$ cat config.mk
export PLATFORM = sky130hd
export DESIGN_NAME = hamming_link_ctrl_flat
export DESIGN_NICKNAME = d
export VERILOG_FILES = /design/src/rtl/hamming_link_ctrl_if.sv /design/src/rtl/hamming_link_ctrl.sv /design/src/flat_wrapper.sv
export SDC_FILE = /design/constraint.sdc
export NUM_CORES = 1
export LEC_CHECK = 0
export ABC_AREA = 1
export CORE_UTILIZATION = 50
export CTS_CLUSTER_DIAMETER = 40
export CTS_CLUSTER_SIZE = 40
export DETAILED_ROUTE_END_ITERATION = 10
export PLACE_DENSITY = 0.75
export RECOVER_POWER = 25
export SYNTH_ARGS = -nofsm -noshare
export SYNTH_HDL_FRONTEND = slang
export SYNTH_SLANG_ARGS = --single-unit
$ cat constraint.sdc
create_clock -name clk -period 3.9 [get_ports clk]
set_clock_uncertainty 0.15 [all_clocks]
set_input_delay 0.39 -clock clk [delete_from_list [all_inputs] [get_ports clk]]
set_output_delay 0.39 -clock clk [all_outputs]
set_load 0.02 [all_outputs]
$ cat src/rtl/hamming_link_ctrl_if.sv
`default_nettype none
// ---------------------------------------------------------------------------
// Module   : hamming_link_ctrl_if
// Brief    : Requester, serial link and response bundle of hamming_link_ctrl.
// Revision : 1.0
// ---------------------------------------------------------------------------
interface hamming_link_ctrl_if;
    logic [1:0] req;
    logic [3:0] data0;
    logic [3:0] data1;
    logic [1:0] ack;
    logic [1:0] err_idx;
    logic       tx_d;
    logic       tx_strobe;
    logic [1:0] tx_idx;
    logic       rx_d;
    logic       rx_strobe;
    logic       rsp_valid;
    logic       rsp_id;
    logic [3:0] rsp_data;
    logic       rsp_corrected;
    logic       rsp_timeout;
    logic       busy;

    modport master (
        output req, data0, data1, err_idx, rx_d, rx_strobe,
        input  ack, tx_d, tx_strobe, tx_idx, rsp_valid, rsp_id, rsp_data,
               rsp_corrected, rsp_timeout, busy
    );

    modport slave (
        input  req, data0, data1, err_idx, rx_d, rx_strobe,
        output ack, tx_d, tx_strobe, tx_idx, rsp_valid, rsp_id, rsp_data,
               rsp_corrected, rsp_timeout, busy
    );
endinterface
`default_nettype wire

$ cat src/rtl/hamming_link_ctrl.sv
`default_nettype none
// ---------------------------------------------------------------------------
// Module   : hamming_link_ctrl
// Brief    : Round-robin two-requester scheduler over a serial Hamming(7,4)
//            link with SEC decode and return-path timeout.
//            Define HLC_ERRCNT_EN to add the saturating err_cnt output.
// Revision : 1.0
// ---------------------------------------------------------------------------
module hamming_link_ctrl #(
    parameter int TIMEOUT = 31,
    parameter int RR_INIT = 0
) (
    input  wire                clk,
    input  wire                rst,
    hamming_link_ctrl_if.slave bus
`ifdef HLC_ERRCNT_EN
    ,
    output logic [7:0]         err_cnt
`endif
);

    typedef enum logic [2:0] {
        S_IDLE = 3'd0,
        S_SEND = 3'd1,
        S_WAIT = 3'd2,
        S_RECV = 3'd3,
        S_DONE = 3'd4
    } state_t;

    localparam logic [7:0] c_tmo_last = 8'(TIMEOUT - 1);
    localparam logic       c_rr_init  = 1'(RR_INIT);

    state_t     r_state;
    state_t     w_state_nxt;
    logic       r_rr;
    logic       r_id;
    logic [3:0] r_data;
    logic [1:0] r_idx;
    logic [2:0] r_cnt;
    logic [7:0] r_timer;
    logic [6:0] r_rx;
    logic       r_tmo;

    logic       w_grant;
    logic       w_gid;
    logic       w_rx_win;
    logic       w_sample;
    logic       w_expire;
    logic       w_last_bit;
    logic       w_done;
    logic       w_corr;
    logic [6:0] w_code;
    logic [2:0] w_syn;
    logic [3:0] w_fix;

    assign w_code = {r_data[1] ^ r_data[2] ^ r_data[3],
                     r_data[0] ^ r_data[2] ^ r_data[3],
                     r_data[0] ^ r_data[1] ^ r_data[3],
                     r_data};

    assign w_grant    = (r_state == S_IDLE) && (bus.req != 2'b00);
    assign w_gid      = (bus.req == 2'b11) ? r_rr : bus.req[1];
    assign w_rx_win   = (r_state == S_WAIT) || (r_state == S_RECV);
    assign w_sample   = w_rx_win && bus.rx_strobe;
    // A sample in the same cycle always beats the timeout.
    assign w_expire   = w_rx_win && !bus.rx_strobe && (r_timer == c_tmo_last);
    assign w_last_bit = (r_cnt == 3'd6);
    assign w_done     = (r_state == S_DONE);

    always_ff @(posedge clk) begin
        if (rst) begin
            r_state <= S_IDLE;
        end else begin
            r_state <= w_state_nxt;
        end
    end

    always_comb begin
        w_state_nxt = r_state;
        case (r_state)
            S_IDLE: if (w_grant) w_state_nxt = S_SEND;
            S_SEND: if (w_last_bit) w_state_nxt = S_WAIT;
            S_WAIT: begin
                if (w_sample) begin
                    w_state_nxt = S_RECV;
                end else if (w_expire) begin
                    w_state_nxt = S_DONE;
                end
            end
            S_RECV: begin
                if ((w_sample && w_last_bit) || w_expire) begin
                    w_state_nxt = S_DONE;
                end
            end
            S_DONE:  w_state_nxt = S_IDLE;
            default: w_state_nxt = S_IDLE;
        endcase
    end

    // r_cnt indexes the transmitted bit in SEND and the next receive slot in WAIT/RECV.
    always_ff @(posedge clk) begin
        if (rst) begin
            r_rr    <= c_rr_init;
            r_id    <= 1'b0;
            r_data  <= 4'h0;
            r_idx   <= 2'd0;
            r_cnt   <= 3'd0;
            r_timer <= 8'd0;
            r_rx    <= 7'd0;
            r_tmo   <= 1'b0;
        end else if (w_grant) begin
            r_rr    <= ~w_gid;
            r_id    <= w_gid;
            r_data  <= w_gid ? bus.data1 : bus.data0;
            r_idx   <= bus.err_idx;
            r_cnt   <= 3'd0;
            r_timer <= 8'd0;
            r_rx    <= 7'd0;
            r_tmo   <= 1'b0;
        end else if (r_state == S_SEND) begin
            r_cnt <= w_last_bit ? 3'd0 : r_cnt + 3'd1;
        end else if (w_sample) begin
            r_rx[r_cnt] <= bus.rx_d;
            r_cnt       <= r_cnt + 3'd1;
            r_timer     <= 8'd0;
        end else if (w_expire) begin
            r_tmo <= 1'b1;
        end else if (w_rx_win) begin
            r_timer <= r_timer + 8'd1;
        end
    end

    always_comb begin
        w_syn = {r_rx[6] ^ r_rx[1] ^ r_rx[2] ^ r_rx[3],
                 r_rx[5] ^ r_rx[0] ^ r_rx[2] ^ r_rx[3],
                 r_rx[4] ^ r_rx[0] ^ r_rx[1] ^ r_rx[3]};
        w_fix = r_rx[3:0];
        case (w_syn)
            3'b011:  w_fix[0] = ~r_rx[0];
            3'b101:  w_fix[1] = ~r_rx[1];
            3'b110:  w_fix[2] = ~r_rx[2];
            3'b111:  w_fix[3] = ~r_rx[3];
            default: w_fix = r_rx[3:0];
        endcase
    end

    assign w_corr = w_done && !r_tmo && (w_syn != 3'b000);

    assign bus.ack           = ((r_state == S_SEND) && (r_cnt == 3'd0)) ? {r_id, ~r_id} : 2'b00;
    assign bus.tx_strobe     = (r_state == S_SEND);
    assign bus.tx_d          = (r_state == S_SEND) && w_code[r_cnt];
    assign bus.tx_idx        = r_idx;
    assign bus.rsp_valid     = w_done;
    assign bus.rsp_id        = w_done && r_id;
    assign bus.rsp_data      = (w_done && !r_tmo) ? w_fix : 4'h0;
    assign bus.rsp_corrected = w_corr;
    assign bus.rsp_timeout   = w_done && r_tmo;
    assign bus.busy          = (r_state != S_IDLE);

`ifdef HLC_ERRCNT_EN
    logic [7:0] r_err_cnt;

    always_ff @(posedge clk) begin
        if (rst) begin
            r_err_cnt <= 8'd0;
        end else if (w_corr && (r_err_cnt != 8'hFF)) begin
            r_err_cnt <= r_err_cnt + 8'd1;
        end
    end

    assign err_cnt = r_err_cnt;
`endif

endmodule
`default_nettype wire

$ cat src/flat_wrapper.sv
// flat-port wrapper written by rule: the top's interface ports become plain ports
module hamming_link_ctrl_flat 
#(
    parameter int TIMEOUT = 31,
    parameter int RR_INIT = 0
)
  (clk, rst, bus_req, bus_data0, bus_data1, bus_err_idx, bus_rx_d, bus_rx_strobe, bus_ack, bus_tx_d, bus_tx_strobe, bus_tx_idx, bus_rsp_valid, bus_rsp_id, bus_rsp_data, bus_rsp_corrected, bus_rsp_timeout, bus_busy);
  hamming_link_ctrl_if bus_i ();
  input  wire clk;
  input  wire rst;
  input wire logic [$bits(bus_i.req)-1:0] bus_req;
  input wire logic [$bits(bus_i.data0)-1:0] bus_data0;
  input wire logic [$bits(bus_i.data1)-1:0] bus_data1;
  input wire logic [$bits(bus_i.err_idx)-1:0] bus_err_idx;
  input wire logic [$bits(bus_i.rx_d)-1:0] bus_rx_d;
  input wire logic [$bits(bus_i.rx_strobe)-1:0] bus_rx_strobe;
  output wire logic [$bits(bus_i.ack)-1:0] bus_ack;
  output wire logic [$bits(bus_i.tx_d)-1:0] bus_tx_d;
  output wire logic [$bits(bus_i.tx_strobe)-1:0] bus_tx_strobe;
  output wire logic [$bits(bus_i.tx_idx)-1:0] bus_tx_idx;
  output wire logic [$bits(bus_i.rsp_valid)-1:0] bus_rsp_valid;
  output wire logic [$bits(bus_i.rsp_id)-1:0] bus_rsp_id;
  output wire logic [$bits(bus_i.rsp_data)-1:0] bus_rsp_data;
  output wire logic [$bits(bus_i.rsp_corrected)-1:0] bus_rsp_corrected;
  output wire logic [$bits(bus_i.rsp_timeout)-1:0] bus_rsp_timeout;
  output wire logic [$bits(bus_i.busy)-1:0] bus_busy;
  assign bus_i.req = bus_req;
  assign bus_i.data0 = bus_data0;
  assign bus_i.data1 = bus_data1;
  assign bus_i.err_idx = bus_err_idx;
  assign bus_i.rx_d = bus_rx_d;
  assign bus_i.rx_strobe = bus_rx_strobe;
  assign bus_ack = bus_i.ack;
  assign bus_tx_d = bus_i.tx_d;
  assign bus_tx_strobe = bus_i.tx_strobe;
  assign bus_tx_idx = bus_i.tx_idx;
  assign bus_rsp_valid = bus_i.rsp_valid;
  assign bus_rsp_id = bus_i.rsp_id;
  assign bus_rsp_data = bus_i.rsp_data;
  assign bus_rsp_corrected = bus_i.rsp_corrected;
  assign bus_rsp_timeout = bus_i.rsp_timeout;
  assign bus_busy = bus_i.busy;
  hamming_link_ctrl #(.TIMEOUT(TIMEOUT), .RR_INIT(RR_INIT)) u_core (.clk(clk), .rst(rst), .bus(bus_i));
endmodule
# After elaboration in Yosys (flattened, before gate mapping)
# Cells that the tools add are included.
[word_totals]
output_inout_bits = 15
elab_cells = 105
ff_bits = 30
[op_classes]
mux = 25
magnitude_cmp = 2
n_reduce_logical = 28
bitwise_logic = 23
n_addsub = 2
n_eq_ne = 16
[ops]
columns = ["cell", "count"]
rows = [
  ["$mux W3", 8],
  ["$mux W8", 3],
  ["$eq A3 B3 Y1 const B", 5],
  ["$xor A1 B1 Y1", 15],
  ["$logic_and A1 B1 Y1", 12],
  ["$pmux W3 S4", 1],
  ["$eq A3 B2 Y1 const B", 3],
  ["$add A8 B1 Y8 const B", 1],
  ["$eq A8 B5 Y1 const B", 1],
  ["$mux W4", 2],
  ["$not A1 Y1", 8],
  ["$bwmux W7", 1],
  ["$mux W1", 7],
  ["$logic_not A3 Y1", 2],
  ["$ne A2 B1 Y1 const B", 3],
  ["$reduce_and A3 Y1", 2],
  ["$reduce_bool A2 Y1", 3],
  ["$reduce_bool A3 Y1", 2],
  ["$lt A3 B4 Y1 const B", 1],
  ["$reduce_and A4 Y1", 1],
  ["$add A3 B1 Y3 const B", 1],
  ["$bmux W1 S3", 1],
  ["$demux W1 S3", 1],
  ["$eq A3 B1 Y1 const B", 1],
  ["9 further kinds", 11],
]

# Logic depth before layout (Yosys ltp)
[logic_depth]
depth_word = 7
ltp_mapped = 12
mapped_depth_nobuf = 12

# Worst setup path before layout
# Ideal clock, no wire load.
[synth_path]
path_type = "register -> output"
start = "register u_core.r_state[2]"
end = "output port bus_rsp_data[3]"
t_required_ns = 3.360
arrival_time_ns = 1.730
path_buffers = 0
setup_slack_ns = 1.630
stages_incl_launch_ff = 7
cell_sequence = "dfxtp_1 inv_1 nor3_1 inv_1 nor2_1 o21ai_0 a21oi_1"
[synth_between]
elab_chain_cells = 3
[synth_rtl]
columns = ["item", "line", "source"]
rows = [
  ["start, declared", "hamming_link_ctrl.sv:33", "state_t r_state;"],
  ["start signal, assigned", "hamming_link_ctrl.sv:74", "r_state <= w_state_nxt;"],
  ["$eq A3 B3 Y1", "hamming_link_ctrl.sv:68", "assign w_done = (r_state == S_DONE);"],
  ["named net bus_rsp_valid", "flat_wrapper.sv:21", "output wire logic [$bits(bus_i.rsp_valid)-1:0] bus_rsp_valid;"],
  ["$logic_and A1 B1 Y1", "hamming_link_ctrl.sv:155", "assign bus.rsp_data = (w_done && !r_tmo) ? w_fix : 4'h0;"],
  ["$mux W4", "hamming_link_ctrl.sv:155", ""],
  ["end, declared", "flat_wrapper.sv:23", "output wire logic [$bits(bus_i.rsp_data)-1:0] bus_rsp_data;"],
]
# The timed path passes the listed nets, and every way through them passes these cells.

# Final worst setup path
[layout_path]
start = "input port bus_req[0]"
end = "register u_core.r_timer[2]"
[layout_between]
elab_chain_cells = 3
[layout_rtl]
columns = ["item", "line", "source"]
rows = [
  ["start, declared", "flat_wrapper.sv:11", "input wire logic [$bits(bus_i.req)-1:0] bus_req;"],
  ["$reduce_bool A2 Y1", "hamming_link_ctrl.sv:61", "assign w_grant = (r_state == S_IDLE) && (bus.req != 2'b00);"],
  ["$logic_and A1 B1 Y1", "hamming_link_ctrl.sv:61", ""],
  ["$reduce_or A2 Y1 (no source line)", "-", ""],
  ["end signal, assigned", "hamming_link_ctrl.sv:129", "r_timer <= r_timer + 8'd1;"],
  ["end, declared", "hamming_link_ctrl.sv:40", "logic [7:0] r_timer;"],
]
# No other way between the ends.
# A chain may end at the register's enable or synchronous reset.

==> report_table.html <==
<table>
<tr><th>Metric</th><th>Value</th></tr>
<tr><th colspan="2">Layout</th></tr>
<tr><td>Final Non-Filler Cells</td><td>~400</td></tr>
<tr><td>Most frequent standard cell in the layout excluding fill and tap cells</td><td>sky130_fd_sc_hd__nand2_1</td></tr>
<tr><td>Util after Layout</td><td>0.634</td></tr>
<tr><td>Layout Area Growth over Synthesis</td><td>21.4%</td></tr>
<tr><td>Layout cells sized above 1</td><td>0.0372</td></tr>
<tr><td>Commonest non-fill, non-tap cells in the layout</td><td>sky130_fd_sc_hd__nand2_1, sky130_fd_sc_hd__inv_1, sky130_fd_sc_hd__nor2_1</td></tr>
<tr><td>Antenna diode instance count</td><td>0</td></tr>
<tr><td>NumNets Final</td><td>between 300 and 400</td></tr>
<tr><th colspan="2">Setup path</th></tr>
<tr><td>Number of stages on the worst setup path</td><td>8</td></tr>
<tr><td>Worst Path Arrival</td><td>2.92 ns</td></tr>
<tr><td>Largest incremental delay on the critical path</td><td>0.64 ns</td></tr>
<tr><td>Path type of the worst setup path</td><td>in2reg</td></tr>
<tr><td>Crit Path Max Fanout</td><td>11</td></tr>
<tr><td>Type of element launching the critical path</td><td>input port</td></tr>
<tr><td>Worst Setup End Kind</td><td>flip-flop</td></tr>
<tr><td>Most frequent cell on the critical path</td><td>sky130_fd_sc_hd__nand2_1</td></tr>
<tr><td>Required time of the critical path</td><td>roughly 4.0 ns</td></tr>
<tr><td>Cells on worst reg2reg path</td><td>10</td></tr>
<tr><td>Top delay family on crit path</td><td>buffers and inverters</td></tr>
<tr><td>Standard cell with the maximum stage delay on the critical path</td><td>sky130_fd_sc_hd__o21ai_0</td></tr>
<tr><td>Cell breakdown of the critical path</td><td>dlygate4sd3_1 -&gt; o21ai_0 -&gt; nand2_1 -&gt; inv_1 -&gt; nand2_1 -&gt; inv_1 -&gt; nand2_1 -&gt; a21oi_1</td></tr>
<tr><td>Buffers and inverters on the worst path</td><td>3</td></tr>
<tr><th colspan="2">CTS</th></tr>
<tr><td>Clock sink count</td><td>30</td></tr>
<tr><td>Clk_lat worst skew</td><td>0.28 ns</td></tr>
<tr><td>Clock H-tree levels</td><td>2</td></tr>
<tr><td>Total setup buffers inserted after CTS</td><td>0</td></tr>
<tr><td>TritonCTS Buffers</td><td>5</td></tr>
<tr><td>Count of cells resized by post-cts repair</td><td>0</td></tr>
<tr><td>Clock tree from TritonCTS</td><td>built</td></tr>
<tr><td>Count of hold buffers inserted by post-cts repair</td><td>0</td></tr>
<tr><td>Maximum number of buffers from clock root to sink</td><td>2</td></tr>
<tr><td>Clock slew seen by the registers of the worst setup and hold paths</td><td>0.06 ns</td></tr>
<tr><td>Buffer cell driving the clock tree root</td><td>sky130_fd_sc_hd__clkbuf_8</td></tr>
<tr><th colspan="2">Placement</th></tr>
<tr><td>Detail Placement HPWL</td><td>3320 um</td></tr>
<tr><td># placed instances</td><td>389</td></tr>
<tr><td>Port Buffers</td><td>30</td></tr>
<tr><td>Routability congestion estimate from global placement</td><td>0.877</td></tr>
<tr><th colspan="2">STA</th></tr>
<tr><td>Post-route fraction of the period consumed by the critical path</td><td>0.732</td></tr>
<tr><td>Final number of setup-violating endpoints</td><td>0</td></tr>
<tr><td>Final Hold Vio Count</td><td>0</td></tr>
<tr><td>Total negative setup slack</td><td>0 ns</td></tr>
<tr><td>Worst rel slew slack</td><td>0.470</td></tr>
<tr><td>Final period demand of the worst path</td><td>between 2 and 3 ns</td></tr>
<tr><td>Final Max Slew Viols</td><td>0</td></tr>
<tr><td>Maximum frequency from static timing analysis</td><td>350 MHz</td></tr>
<tr><td>Worst Hold Slack</td><td>~0.3 ns</td></tr>
<tr><td>Measured slew at the worst slew-check pin</td><td>0.786 ns</td></tr>
<tr><td>Unrepaired setup endpoints after global routing</td><td>false</td></tr>
<tr><th colspan="2">Floorplanning</th></tr>
<tr><td>Core region area</td><td>3690 um^2</td></tr>
<tr><td>Die footprint</td><td>between 4000 and 5000 um^2</td></tr>
<tr><td>Vertical die dimension</td><td>64.1 um</td></tr>
<tr><td>FP Rows</td><td>22</td></tr>
<tr><td>Boundary pin count</td><td>31</td></tr>
<tr><td>Chip Width</td><td>64.1 um</td></tr>
<tr><td>Initial cell density of the core</td><td>0.522</td></tr>
<tr><th colspan="2">Routing</th></tr>
<tr><td>Aggregate routed wire length</td><td>4260 um</td></tr>
<tr><td>Iteration-0 DRC count of the detailed router</td><td>111</td></tr>
<tr><td>Vias post-DR</td><td>2,004</td></tr>
<tr><td>Average wire length per cell after detail routing</td><td>10.7 um</td></tr>
<tr><td>Vias per std cell</td><td>slightly above 5</td></tr>
<tr><td>Number of iterations in the first detailed-routing pass</td><td>4</td></tr>
<tr><td>Residual antenna-violating net count after detailed routing</td><td>0</td></tr>
<tr><td>Count of unresolved DRC violations after routing</td><td>0</td></tr>
<tr><th colspan="2">Logic synthesis</th></tr>
<tr><td>Synth Cell Area</td><td>1930 um^2</td></tr>
<tr><td>Post-Synthesis Net Count</td><td>around 340</td></tr>
<tr><td>Share of synthesized area occupied by flip-flops and latches</td><td>0.312</td></tr>
<tr><td>Yosys synthesis warning count</td><td>0</td></tr>
<tr><td>Mapped Cells</td><td>315</td></tr>
<tr><td>Mapped Avg Cell Area</td><td>6.12 um^2</td></tr>
<tr><td>Synthesis-stage register bit count</td><td>30</td></tr>
<tr><td>Post-synthesis cell type count</td><td>27</td></tr>
<tr><th colspan="2">Flow run</th></tr>
<tr><td>Max_cap viols</td><td>0</td></tr>
<tr><th colspan="2">Status</th></tr>
<tr><td>Run status</td><td>completed</td></tr>
<tr><th colspan="2">Hold path</th></tr>
<tr><td>Worst hold path stage count</td><td>2</td></tr>
<tr><td>Type of the most critical hold path</td><td>reg2reg</td></tr>
<tr><th colspan="2">Power and ir drop</th></tr>
<tr><td>Power per standard cell area</td><td>509 nW/um^2</td></tr>
<tr><td>Peak supply drop</td><td>approximately 0.43 mV</td></tr>
<tr><td>Overall power</td><td>~1200 uW</td></tr>
<tr><td>Leakage power</td><td>0.00102 uW</td></tr>
<tr><th colspan="2">GRT</th></tr>
<tr><td>GRT overflow</td><td>0</td></tr>
<tr><td>Overall Global Routing Usage</td><td>0.239</td></tr>
<tr><td>Antenna violations before repair</td><td>0</td></tr>
<tr><td>Vias in the first global route</td><td>1,821</td></tr>
<tr><td>Global-route wire length before repair</td><td>about 7600 um</td></tr>
<tr><td>Largest net degree at the start of global routing</td><td>13</td></tr>
</table>
==> flip-flops by register name (all words and copies together), names as in the netlist <==
name	flops
u_core.bus.tx_idx	2
u_core.r_cnt	3
u_core.r_data	4
u_core.r_id	1
u_core.r_rr	1
u_core.r_rx	7
u_core.r_state	3
u_core.r_timer	8
u_core.r_tmo	1
==> kinds of logic after synthesis <==
logic type	count (synthesis)	share of synthesized area
DFF	30	0.312
adders and majority gates	5	0.0325
AOI/OAI and AO/OA	55	0.160
and+or+nand+nor	165	0.358
buffers and inverters	54	0.110
xor gates and xnor gates	6	0.0273
==> Yosys cell counts, drive strengths merged <==
master	count	share of area
xor2	1	0.0045
o22ai	2	0.0065
o21ai	22	0.063
nor3	8	0.023
o221ai	1	0.0045
a31oi	4	0.013
dfxtp	30	0.31
a21oi	23	0.060
ha	5	0.032
inv	50	0.097
o211ai	1	0.0039
xnor2	5	0.023
a21boi	1	0.0058
buf	3	0.011
a22oi	1	0.0039
nor4	2	0.0065
nand4	4	0.013
nand2	91	0.18
nor2	36	0.071
clkbuf	1	0.0019
nand3	24	0.062
==> per-stage QoR <==
stage               setup slack (ns)  area (um^2)
global route                   0.848         2340
global placement                1.49         2260
finish                          1.05         2340
CTS                             1.16         2350
floorplan                       1.63         1930
detailed placement              1.46         2260
==> layer usage <==
| metal | up-vias | global-route usage | routed length (um) |
|---|---|---|---|
| li1 | 1074 | - | - |
| met3 | 4 | 0.0839 | 232 |
| met4 | 0 | 0.0824 | 39 |
| met5 | - | 0 | 0 |
| met1 | 868 | 0.279 | 1960 |
| met2 | 58 | 0.402 | 2030 |
==> final cells by class <==
cell class,count,area [um^2]
repair buffers,30,300
inverters,50,188
well taps,48,60.1
multi-input cells,231,1100
clock inverters,1,5.00
clock buffers,7,86.3
fillers,380,1350
flip-flops and latches,30,601
==> report_power, final <==
| group | internal (uW) | switching (uW) |
|---|---|---|
| combinational | 195 | 339 |
| sequential | 355 | 43.6 |
| clock | 142 | 117 |
| total | 692 | 499 |
==> final timing paths <==
kind,startpoint,endpoint,slack [ns]
worst max register to register,u_core.r_state[1]$_SDFFE_PP0P_,u_core.r_timer[2]$_SDFFE_PP0P_,1.39
worst min-delay path,u_core.bus.tx_idx[0]$_SDFFE_PP0P_,u_core.bus.tx_idx[0]$_SDFFE_PP0P_,0.29
worst min register to register,u_core.bus.tx_idx[0]$_SDFFE_PP0P_,u_core.bus.tx_idx[0]$_SDFFE_PP0P_,0.29
worst max-delay path,bus_req[0],u_core.r_timer[2]$_SDFFE_PP0P_,1.05
==> tightest hold or removal path: stages, from the launching register on <==
cell and delay (ns):
sky130_fd_sc_hd__dfxtp_1 0.31, sky130_fd_sc_hd__inv_1 0.04, sky130_fd_sc_hd__a21oi_1 0.05
Power figures use the tool's default switching activity.
